==> src/rtl/mux_pkg.sv <==
// rtl/mux_pkg.sv - shared constants and helpers for the registered stream multiplexer
package mux_pkg;

    // Channel selection modes
    localparam int MODE_SEL = 0;    // channel chosen by the external SEL input
    localparam int MODE_RR  = 1;    // channel chosen by round-robin arbitration

    // Width of a channel index; never narrower than one bit
    function automatic int calc_sel_w(input int n);
        return (n <= 2) ? 1 : $clog2(n);
    endfunction

endpackage

==> src/rtl/rr_arbiter.sv <==
// rtl/rr_arbiter.sv - combinational round-robin arbiter starting after a pointer
//
// Ports:
//   i_req   [N_CH-1:0]   request vector, one bit per channel
//   i_ptr   [SEL_W-1:0]  index of the last granted channel
//   o_grant [N_CH-1:0]   one-hot grant (all zero when nothing requests)
//   o_idx   [SEL_W-1:0]  encoded index of the granted channel
//   o_found              high when some channel is granted
module rr_arbiter import mux_pkg::*; #(
    parameter int N_CH  = 4,
    parameter int SEL_W = calc_sel_w(N_CH)
) (
    input  logic [N_CH-1:0]  i_req,
    input  logic [SEL_W-1:0] i_ptr,
    output logic [N_CH-1:0]  o_grant,
    output logic [SEL_W-1:0] o_idx,
    output logic             o_found
);

    logic [SEL_W-1:0] w_ch;

    // Search ptr+1, ptr+2, ... wrapping; the last step revisits ptr itself,
    // so the previously granted channel has the lowest priority.
    always_comb begin
        o_grant = '0;
        o_idx   = '0;
        o_found = 1'b0;
        w_ch    = '0;
        for (int k = 1; k <= N_CH; k++) begin
            w_ch = SEL_W'((int'(i_ptr) + k) % N_CH);
            if (!o_found && i_req[w_ch]) begin
                o_found       = 1'b1;
                o_grant[w_ch] = 1'b1;
                o_idx         = w_ch;
            end
        end
    end

endmodule

==> src/rtl/stream_mux_reg.sv <==
// rtl/stream_mux_reg.sv - N-channel registered stream multiplexer with select or round-robin mode
//
// Ports:
//   CLK        rising-edge clock
//   RST        asynchronous active-low reset
//   IN_DATA    flattened channel data, channel i at [i*DATA_W +: DATA_W]
//   IN_VALID   per-channel valid
//   IN_READY   per-channel ready (combinational, at most one bit high)
//   SEL        channel select, MODE_SEL only
//   OUT_DATA   registered output word
//   OUT_VALID  registered output valid
//   OUT_READY  downstream ready
//   OUT_CH     registered index of the channel that supplied OUT_DATA
module stream_mux_reg import mux_pkg::*; #(
    parameter int DATA_W = 8,
    parameter int N_CH   = 4,
    parameter int MODE   = MODE_SEL,
    parameter int SEL_W  = calc_sel_w(N_CH)
) (
    input  logic                     CLK,
    input  logic                     RST,
    input  logic [N_CH*DATA_W-1:0]   IN_DATA,
    input  logic [N_CH-1:0]          IN_VALID,
    output logic [N_CH-1:0]          IN_READY,
    input  logic [SEL_W-1:0]         SEL,
    output logic [DATA_W-1:0]        OUT_DATA,
    output logic                     OUT_VALID,
    input  logic                     OUT_READY,
    output logic [SEL_W-1:0]         OUT_CH
);

    logic [DATA_W-1:0] r_out_data;
    logic              r_out_valid;
    logic [SEL_W-1:0]  r_out_ch;

    logic              w_load;
    logic              w_take;
    logic              w_cand_ok;
    logic [SEL_W-1:0]  w_cand_idx;
    logic [N_CH-1:0]   w_onehot;
    logic [DATA_W-1:0] w_cand_data;

    // The output register may accept a word when empty or when draining this cycle
    assign w_load = !r_out_valid || OUT_READY;
    assign w_take = RST && w_load && w_cand_ok;

    generate
        if (MODE == MODE_RR) begin : g_rr
            logic [SEL_W-1:0] r_ptr;
            logic             w_unused_sel;

            assign w_unused_sel = ^SEL;

            rr_arbiter #(
                .N_CH  (N_CH),
                .SEL_W (SEL_W)
            ) u_arb (
                .i_req   (IN_VALID),
                .i_ptr   (r_ptr),
                .o_grant (w_onehot),
                .o_idx   (w_cand_idx),
                .o_found (w_cand_ok)
            );

            // Reset value N_CH-1 gives channel 0 first priority
            always_ff @(posedge CLK or negedge RST) begin
                if (!RST) begin
                    r_ptr <= SEL_W'(N_CH - 1);
                end else if (w_take) begin
                    r_ptr <= w_cand_idx;
                end
            end
        end else begin : g_sel
            assign w_cand_idx = SEL;
            assign w_onehot   = N_CH'(1) << SEL;

            // An out-of-range select is simply no candidate
            always_comb begin
                w_cand_ok = 1'b0;
                if (int'(SEL) < N_CH) begin
                    w_cand_ok = IN_VALID[SEL];
                end
            end
        end
    endgenerate

    assign IN_READY = w_take ? w_onehot : '0;

    always_comb begin
        w_cand_data = '0;
        for (int i = 0; i < N_CH; i++) begin
            if (SEL_W'(i) == w_cand_idx) begin
                w_cand_data = IN_DATA[i*DATA_W +: DATA_W];
            end
        end
    end

    // Data and channel hold when nothing is loaded; only valid drops
    always_ff @(posedge CLK or negedge RST) begin
        if (!RST) begin
            r_out_data  <= '0;
            r_out_valid <= 1'b0;
            r_out_ch    <= '0;
        end else if (w_load) begin
            if (w_cand_ok) begin
                r_out_data  <= w_cand_data;
                r_out_ch    <= w_cand_idx;
                r_out_valid <= 1'b1;
            end else begin
                r_out_valid <= 1'b0;
            end
        end
    end

    assign OUT_DATA  = r_out_data;
    assign OUT_VALID = r_out_valid;
    assign OUT_CH    = r_out_ch;

endmodule

==> config.mk <==
export PLATFORM = sky130hd
export DESIGN_NAME = stream_mux_reg
export DESIGN_NICKNAME = d
export VERILOG_FILES = /design/src/rtl/mux_pkg.sv /design/src/rtl/rr_arbiter.sv /design/src/rtl/stream_mux_reg.sv
export SDC_FILE = /design/constraint.sdc
export NUM_CORES = 1
export LEC_CHECK = 0
export ABC_CLOCK_PERIOD_IN_PS = 2200
export CORE_MARGIN = 2
export CORE_UTILIZATION = 25
export CTS_BUF_LIST = sky130_fd_sc_hd__clkbuf_4
export DETAILED_ROUTE_END_ITERATION = 10
export SYNTH_ARGS = -nofsm -noshare
export SYNTH_HDL_FRONTEND = slang
export SYNTH_SLANG_ARGS = --single-unit
==> constraint.sdc <==
create_clock -name CLK -period 2.2 [get_ports CLK]
set_input_delay 0.33 -clock CLK [delete_from_list [all_inputs] [get_ports CLK]]
set_output_delay 0.33 -clock CLK [all_outputs]
set_load 0.02 [all_outputs]
======== Word level (Yosys, flattened, before mapping) ========
Cells that the tools add are included.
word-level totals
  register bits ........................... 11
  input bits .............................. 41
  output and inout bits ................... 15
  word-level logic and storage cells ...... 22
cells by class
  order comparisons ....................... 1
  equal/unequal tests ..................... 3
  shift-type cells ........................ 1
  muxes and demuxes ....................... 8
  reductions and logical operators ........ 6
operators by type and width
  operator               count
  $mux W8                4
  $eq A2 B2 Y1 const A   2
  $mux W4                1
  $shl A1 B2 Y4 const A  1
  $lt A2 B3 Y1 const B   1
  $bmux W1 S2            1
  $eq A1 B2 Y1 const A   1
  $logic_and A1 B1 Y1    2
  $logic_not A2 Y1       1
  $mux W1                2
  $reduce_and A2 Y1      1
  $logic_not A1 Y1       1
  $logic_or A1 B1 Y1     1

======== Longest topological paths before layout ========
Gate-level depths: netlist (run 1).
  depth after elaboration ................. 5
  depth in mapped cells ................... 5
  depth with buffers taken out ............ 4

======== Worst setup path before layout (run 1) ========
No wires, ideal clock.
  path type ............................... register to output
  from .................................... reg r_out_valid, in the netlist OUT_VALID
  to ...................................... out IN_READY[0]
  arrival time ............................ 1.261 ns
  data required time ...................... 1.870 ns
  setup slack ............................. 0.609 ns
  stages on the path, launching flop included .. 4
  buffers on the path ..................... 0
  cells stage by stage .................... dfrtp_1 > nor2b_1 > nor3_4 > and4_1
between the ends
  cells in the longest elaborated chain, start to end .. 5
RTL lines
  item                               RTL line               source
  start, declared                    stream_mux_reg.sv:33   logic r_out_valid;
  start signal, assigned             stream_mux_reg.sv:102  r_out_valid <= 1'b0;
  start signal, assigned             stream_mux_reg.sv:108  r_out_valid <= 1'b1;
  start signal, assigned             stream_mux_reg.sv:110  r_out_valid <= 1'b0;
  $logic_not A1 Y1                   stream_mux_reg.sv:44   assign w_load = !r_out_valid || OUT_READY;
  $logic_or A1 B1 Y1                 stream_mux_reg.sv:44
  $logic_and A1 B1 Y1 (2 in series)  stream_mux_reg.sv:45   assign w_take = RST && w_load && w_cand_ok;
  $mux W4                            stream_mux_reg.sv:87   assign IN_READY = w_take ? w_onehot : '0;
  end, declared                      stream_mux_reg.sv:24   output logic [N_CH-1:0] IN_READY,
No other way between the ends.

======== Worst setup path after layout (run 1) ========
  from .................................... in SEL[1]
  to ...................................... out IN_READY[3]
between the ends
  cells in the longest elaborated chain, start to end .. 4
  elaborated cells on any way between the ends .. 5
  classes of those cells .................. shift: 1; mux: 3; reduce/logical: 1
RTL lines
  item                           RTL line              source
  start, declared                stream_mux_reg.sv:25  input logic [SEL_W-1:0] SEL,
  $bmux W1 S2                    stream_mux_reg.sv:81  w_cand_ok = IN_VALID[SEL];
  $mux W1 (not written as such)  stream_mux_reg.sv:81
  $logic_and A1 B1 Y1            stream_mux_reg.sv:45
  $mux W4 (*)                    stream_mux_reg.sv:87
Every way passes the cells marked *; elsewhere a longest branch is shown, timed or not. The select of a mux whose other input is x is not followed.

==> results.ini, run 1 <==
[critical_path]
crit_chain = clkdlybuf4s50_1 > and3_4 > nand3_1 > nor2_1 > dlygate4sd2_1
slowest_stage = clkdlybuf4s50_1
crit_end = IN_READY[3]
crit_path_max_fanout = 4
crit_path_end_kind = output pin
critPathArrivalTime_ps = 1650
crit_type = input pin to output pin
start_kind = input pin
timing.rr.start = OUT_VALID
critical_path_required_ps = 1870
critPathLaunch = SEL[1]
cpLargestDelayFamily = buffers and inverters
reg2reg_slack_ps = 730
cp_num_buf_inv = 2
path_depth = 5
rr_endpoint = OUT_DATA[4]
rr_worst_depth = 5
max_stage_delay_ps = 580

[detailed_routing]
routed_wirelength_mm = 1.92
num_vias = 692
drtAntennaViolNets = 0
drc = 0
drtIter0Drc = 7
vias_per_cell = 4.71
wl_per_cell_um = 13.0
dr.pass1.iters = 4

[floorplanning]
rows = 20
ios = 56
start_util_pct = 25.7
dieArea_um2 = 3520
core-area_um2 = 2980
die_w_um = 59.3
die_h_um = 59.3

[sta]
rsz0062_at_grt = no
fin_crit_ps = 1980
setup_viol = 0
maxSlewViolCount = 0
finalHoldViolations = 0
finalClockSkew_ps = 0.429
fmax_mhz = 504
worstMarginPinSlew_ps = 228
maxSlewHeadroom_pct = 84.8
period_share_pct = 90.2

[pwr]
power.density_nw_per_um2 = 554
vdd_ir_drop_max_mv = 0.207
fin_total_pwr_mw = 0.784
p_leak_nw = 0.619

[logic_synthesis]
ys_seq_elements = 11
synth_compound_gate_area_share_pct = 1.63
synth.distinct_cells = 21
netlist_instances = 50
async_flop_share_pct = 100
synth_fa_ha_area_share_pct = 0
synth-edff-count = 0
synthTopCellsByArea = dfrtp_1 36%, mux4_1 27%, mux2_2 12%
synth.avg_cell_area_um2 = 15.3
synth_top_area_share_pct = 35.9
yosys.area.top_type = dfrtp_1
synth-xor-area-share_pct = 0
yosysWarnings = 0
synthSimpleGateAreaFrac_pct = 13.1
synth_top_family_by_area = multiplexers
syn_area_um2 = 766
ys_top_cells_by_count = 11 x dfrtp_1, 8 x mux2_2, 8 x mux4_1, 3 x inv_1, 3 x nor2_1
synth_mux_area_share_pct = 44.0
synth.most_common_cell = dfrtp_1
syn-num-nets = 91
ys_seq_area_share_pct = 35.9
synth_ff_type = dfrtp_1

[clock_tree]
cts_made_buffers = 3
postCtsHoldBufs = 0
clk_pin_slew_ps = 70
cts_root_buf = clkbuf_4
cts-htree-levels = 1
clk_latency_ps = 260
cts_tree = yes
clock_path_buffers = 2
clock_sinks = 11

[worst_hold_path]
hold_class = input pin to asynchronous set/reset pin

[global_routing]
grt_usage_pct = 11.3
antenna_found_initial = 0
grt-ovfl-total = 0
grt_max_degree = 12
grt_pass1_vias = 670
grt_pass1_wl_mm = 2.93

[job]
cap_viol_max_count = 0

[placed_design]
place_area_um2 = 1390
gp_congestion = 0.708
dp_hpwl_mm = 1.67
port_buffers = 55

[finish]
nFillCells = 299
diodes = 0
drive_above_1_share_pct = 21.1
syn_to_final_growth_pct = 84.8
fin_nets = 156
finalCoreUtilization_pct = 47.5
stdcell_area_um2 = 1420

[outcome]
status = finished clean

## power breakdown
| group | internal [mW] | switching [mW] | total (mW) |
|---|---|---|---|
| logic | 0.224 | 0.140 | 0.365 |
| registers | 0.252 | 0.0248 | 0.276 |
| clock network | 0.0823 | 0.0605 | 0.143 |
## how the worst min path moves through the flow
| stage | endpoint | from | cells after the start |
|---|---|---|---|
| 5_1_grt | OUT_VALID | RST | 2 |
| 3_5_place_dp | OUT_CH[0] | OUT_CH[0] | 1 |
| 3_3_place_gp | OUT_CH[0] | OUT_CH[0] | 1 |
| 2_1_floorplan | OUT_CH[0] | RST | 0 |
| 4_1_cts | OUT_DATA[1] | RST | 2 |
| 6_report | OUT_DATA[0] | RST | 2 |
## state kept, by name, summed over array words and instances, names as in the netlist
signal     cells
OUT_DATA       8
OUT_CH         2
OUT_VALID      1
## worst register-to-register path, delay by kind of cell (launching register included)
family,cells,cell delay [ps]
and+or+nand+nor,3,470
DFF,1,370
muxes,1,350
buffers and inverters,1,160
## kinds of logic after synthesis
logic type | count (synthesis)
DFF | 11
and+or+nand+nor | 12
buffers and inverters | 6
AOI/OAI and AO/OA | 2
muxes | 19
## repair_timing
item / CTS / global route
pin swaps: 0 / 0
setup buffers: 0 / 0
endpoints found under the setup margin: 4 / 3
resized for setup: 4 / 1
## stage by stage
stage / hold WS [ps] / TNS, ps / cells / setup WS [ps]
after floorplan: 34.4 / 0 / 50 / 609
after global placement: 473 / -720 / 143 / -189
after detailed placement: 489 / -884 / 143 / -213
after CTS: 471 / 0 / 147 / 29.3
after global routing: 476 / 0 / 147 / 132
final: 465 / 0 / 147 / 216
## routing by layer
metal / part of all wire [%] / vias to the layer above / routed length (um) / GRT usage [%]
met5: 0 / - / 0 / 0
met4: 0.73 / 0 / 14 / 4.87
met3: 16 / 4 / 304 / 3.93
met2: 46 / 41 / 873 / 18.5
met1: 38 / 317 / 725 / 13.2
li1: - / 330 / - / -
## layout make-up
type                            count  area, um2  share of cell area (%)
Timing Repair Buffer               63        608                    43.0
Multi-Input combinational cell     33        449                    31.7
Sequential cell                    11        275                    19.5
Tap cell                           33       41.3                    2.92
Clock buffer                        4       30.0                    2.12
Inverter                            3       11.3                   0.796
## cells in the final DEF, fill, tap and decap left out, drive strengths merged
master         netlist  routed
o21ai                1       1
dlygate4sd2          0       4
mux2                10      10
mux2i                1       1
o21bai               1       1
mux4                 8       8
clkbuf               1       4
and2                 1       1
nand3                1       1
nand2b               1       1
nor3                 1       1
and4                 2       2
clkdlybuf4s50        0      50
dfrtp               11      11
and3                 1       1
inv                  3       3
nor2b                1       1
buf                  2       8
dlymetal6s2s         0       1
nor2                 4       4
(Power assumes the default switching activity.)
==> inputs of run 2 (changes only) <==
CORE_UTILIZATION = 38   (was 25)
PLACE_DENSITY = 0.88   (was default)
RECOVER_POWER = 50   (was default)
==> run 2 against run 1 <==
Compared with the run above: sequential power hardly changed; highest routed layer unchanged; via count is 1.7% higher; sequential cell count stayed put; combinational power is 2% lower; cell count is 4.1% lower; register-to-register slack worse by 50 ps; worst hold slack better by 31 ps; worst setup slack worse by 48 ps.
==> results.ini, run 2 (synthesis gave the netlist of run 1 again) <==
[outcome]
status = finished clean

[placed_design]
port_buffers = 55
dp.cells = 136
dp_hpwl_mm = 1.64
gp_congestion = 0.779
place_area_um2 = 1370

[critical_path]
critPathArrivalTime_ps = 1700
crit_end = IN_READY[2]
critical_path_required_ps = 1870
reg2reg_slack_ps = 680
timing.rr.start = OUT_VALID
crit_path_max_fanout = 4
rr_worst_depth = 5
max_stage_delay_ps = 590
critPathLaunch = SEL[1]
start_kind = input pin
rr_endpoint = OUT_DATA[2]
crit_type = input pin to output pin
crit_chain = clkdlybuf4s50_1 > and3_4 > nand3_1 > nor2_1 > dlygate4sd2_1
crit_path_end_kind = output pin
slowest_stage = clkdlybuf4s50_1

[clock_tree]
postCtsHoldBufs = 0
clk_pin_slew_ps = 70
clock_path_buffers = 2
cts_made_buffers = 3
clock_sinks = 11
cts_root_buf = clkbuf_4
cts-htree-levels = 1
clk_latency_ps = 270
cts_tree = yes

[detailed_routing]
drc = 0
wl_met3_um = 129
dr.pass1.iters = 5
routed_wirelength_mm = 1.98
num_vias = 704
drtIter0Drc = 10
m1WireLength_um = 656
route.met2.wl_mm = 1.13
wl_per_cell_um = 14.0
drtAntennaViolNets = 0
vias_per_cell = 4.99
dr.max_layer_used = met4

[sta]
fin_setup_tns_ps = 0
finalClockSkew_ps = 3.37
maxSlewHeadroom_pct = 62.0
rsz0062_at_grt = no
finalHoldViolations = 0
setup_viol = 0
worstMarginPinSlew_ps = 570
maxSlewViolCount = 0
fmax_mhz = 492
fin_crit_ps = 2030
period_share_pct = 92.3

[finish]
multi_input_area_um2 = 453
stdcell_area_um2 = 1400
drive_above_1_share_pct = 20.2
layout_commonest_cell = clkdlybuf4s50_1
fin_nets = 156
mostFrequentLayoutCells = 44 x clkdlybuf4s50_1, 11 x dfrtp_1, 8 x mux4_1, 8 x mux2_2
finalCoreUtilization_pct = 72.9
syn_to_final_growth_pct = 82.8
largest_reg_flops = 8
finalNonFillerCells = 141
nFillCells = 154
regArea_um2 = 275
diodes = 0

[global_routing]
antenna_found_initial = 0
grt_pass1_vias = 785
grt_pass1_wl_mm = 3.38
grt-ovfl-total = 0
grt_max_degree = 12
grt_usage_pct = 18.9

[floorplanning]
rows = 16
die_w_um = 48.9
dieArea_um2 = 2390
die_h_um = 48.9
start_util_pct = 39.8
ios = 56
core-area_um2 = 1920

[worst_hold_path]
hold_class = flop to flop

[job]
cap_viol_max_count = 0

[pwr]
vdd_ir_drop_max_mv = 0.324
p_leak_nw = 0.604
swShare_pct = 30.3
power_frac_clock_pct = 19.3
power.density_nw_per_um2 = 561
comb_power_share_pct = 45.7
p_int_mw = 0.547
p_seq_share_pct = 35.0
p_switching_mw = 0.238

run 2: cell types whose count changed in the layout (fill, tap and decap cells not counted), sizes merged:
cell and change:
dlygate4sd2 +1, clkdlybuf4s50 -6, clkbuf +2, dlygate4sd3 +6
dlymetal6s2s -1, buf -2
run 2: what timing repair did:
item / CTS / global route
setup buffers: 1 / 0
resized for setup: 6 / 0
endpoints found under the setup margin: 4 / 0
run 2: power by group through the flow:
| stage | Sequential, mW | Clock, mW | Combinational, mW |
|---|---|---|---|
| 3_3_place_gp | 0.278 | 0 | 0.362 |
| 6_report | 0.275 | 0.152 | 0.359 |
| 5_1_grt | 0.282 | 0.162 | 0.379 |
| 2_1_floorplan | 0.341 | 0 | 0.107 |
| 3_5_place_dp | 0.279 | 0 | 0.371 |
| 4_1_cts | 0.277 | 0.158 | 0.373 |
run 2: per-layer routing:
layer,up-vias,global-route usage [%]
met2,37,35.4
met3,6,3.07
met5,-,0
met1,335,19.2
li1,326,-
met4,0,12.4
run 2: worst min path at each step:
stage,start,depth (start not counted),slack (ps),end
after global placement,OUT_CH[0],1,480,OUT_CH[0]
after global routing,OUT_DATA[2],1,520,OUT_DATA[2]
final,OUT_CH[0],1,500,OUT_CH[0]
after floorplan,RST,0,30,OUT_CH[0]
after CTS,RST,2,460,OUT_CH[0]
after detailed placement,OUT_DATA[5],1,490,OUT_DATA[5]
run 2: critical path: cells and delay by family:
kind / cells / cell delay (ps)
buffers and inverters: 2 / 940
and+or+nand+nor: 3 / 420
run 2: area by class of cell:
class	count	share of cell area (%)
clock buffer	4	2.14
inverter	3	0.804
multi-input combinational	33	32.4
sequential	11	19.7
tap	27	2.41
timing repair buffer	63	42.6
run 2: per-stage QoR:
stage / setup slack [ps] / total power, mW / hold slack (ps)
after floorplan: 609 / 0.448 / 34.4
after global placement: -154 / 0.640 / 477
after detailed placement: -240 / 0.650 / 493
after CTS: 185 / 0.808 / 459
after global routing: 65.0 / 0.824 / 519
final: 168 / 0.785 / 495
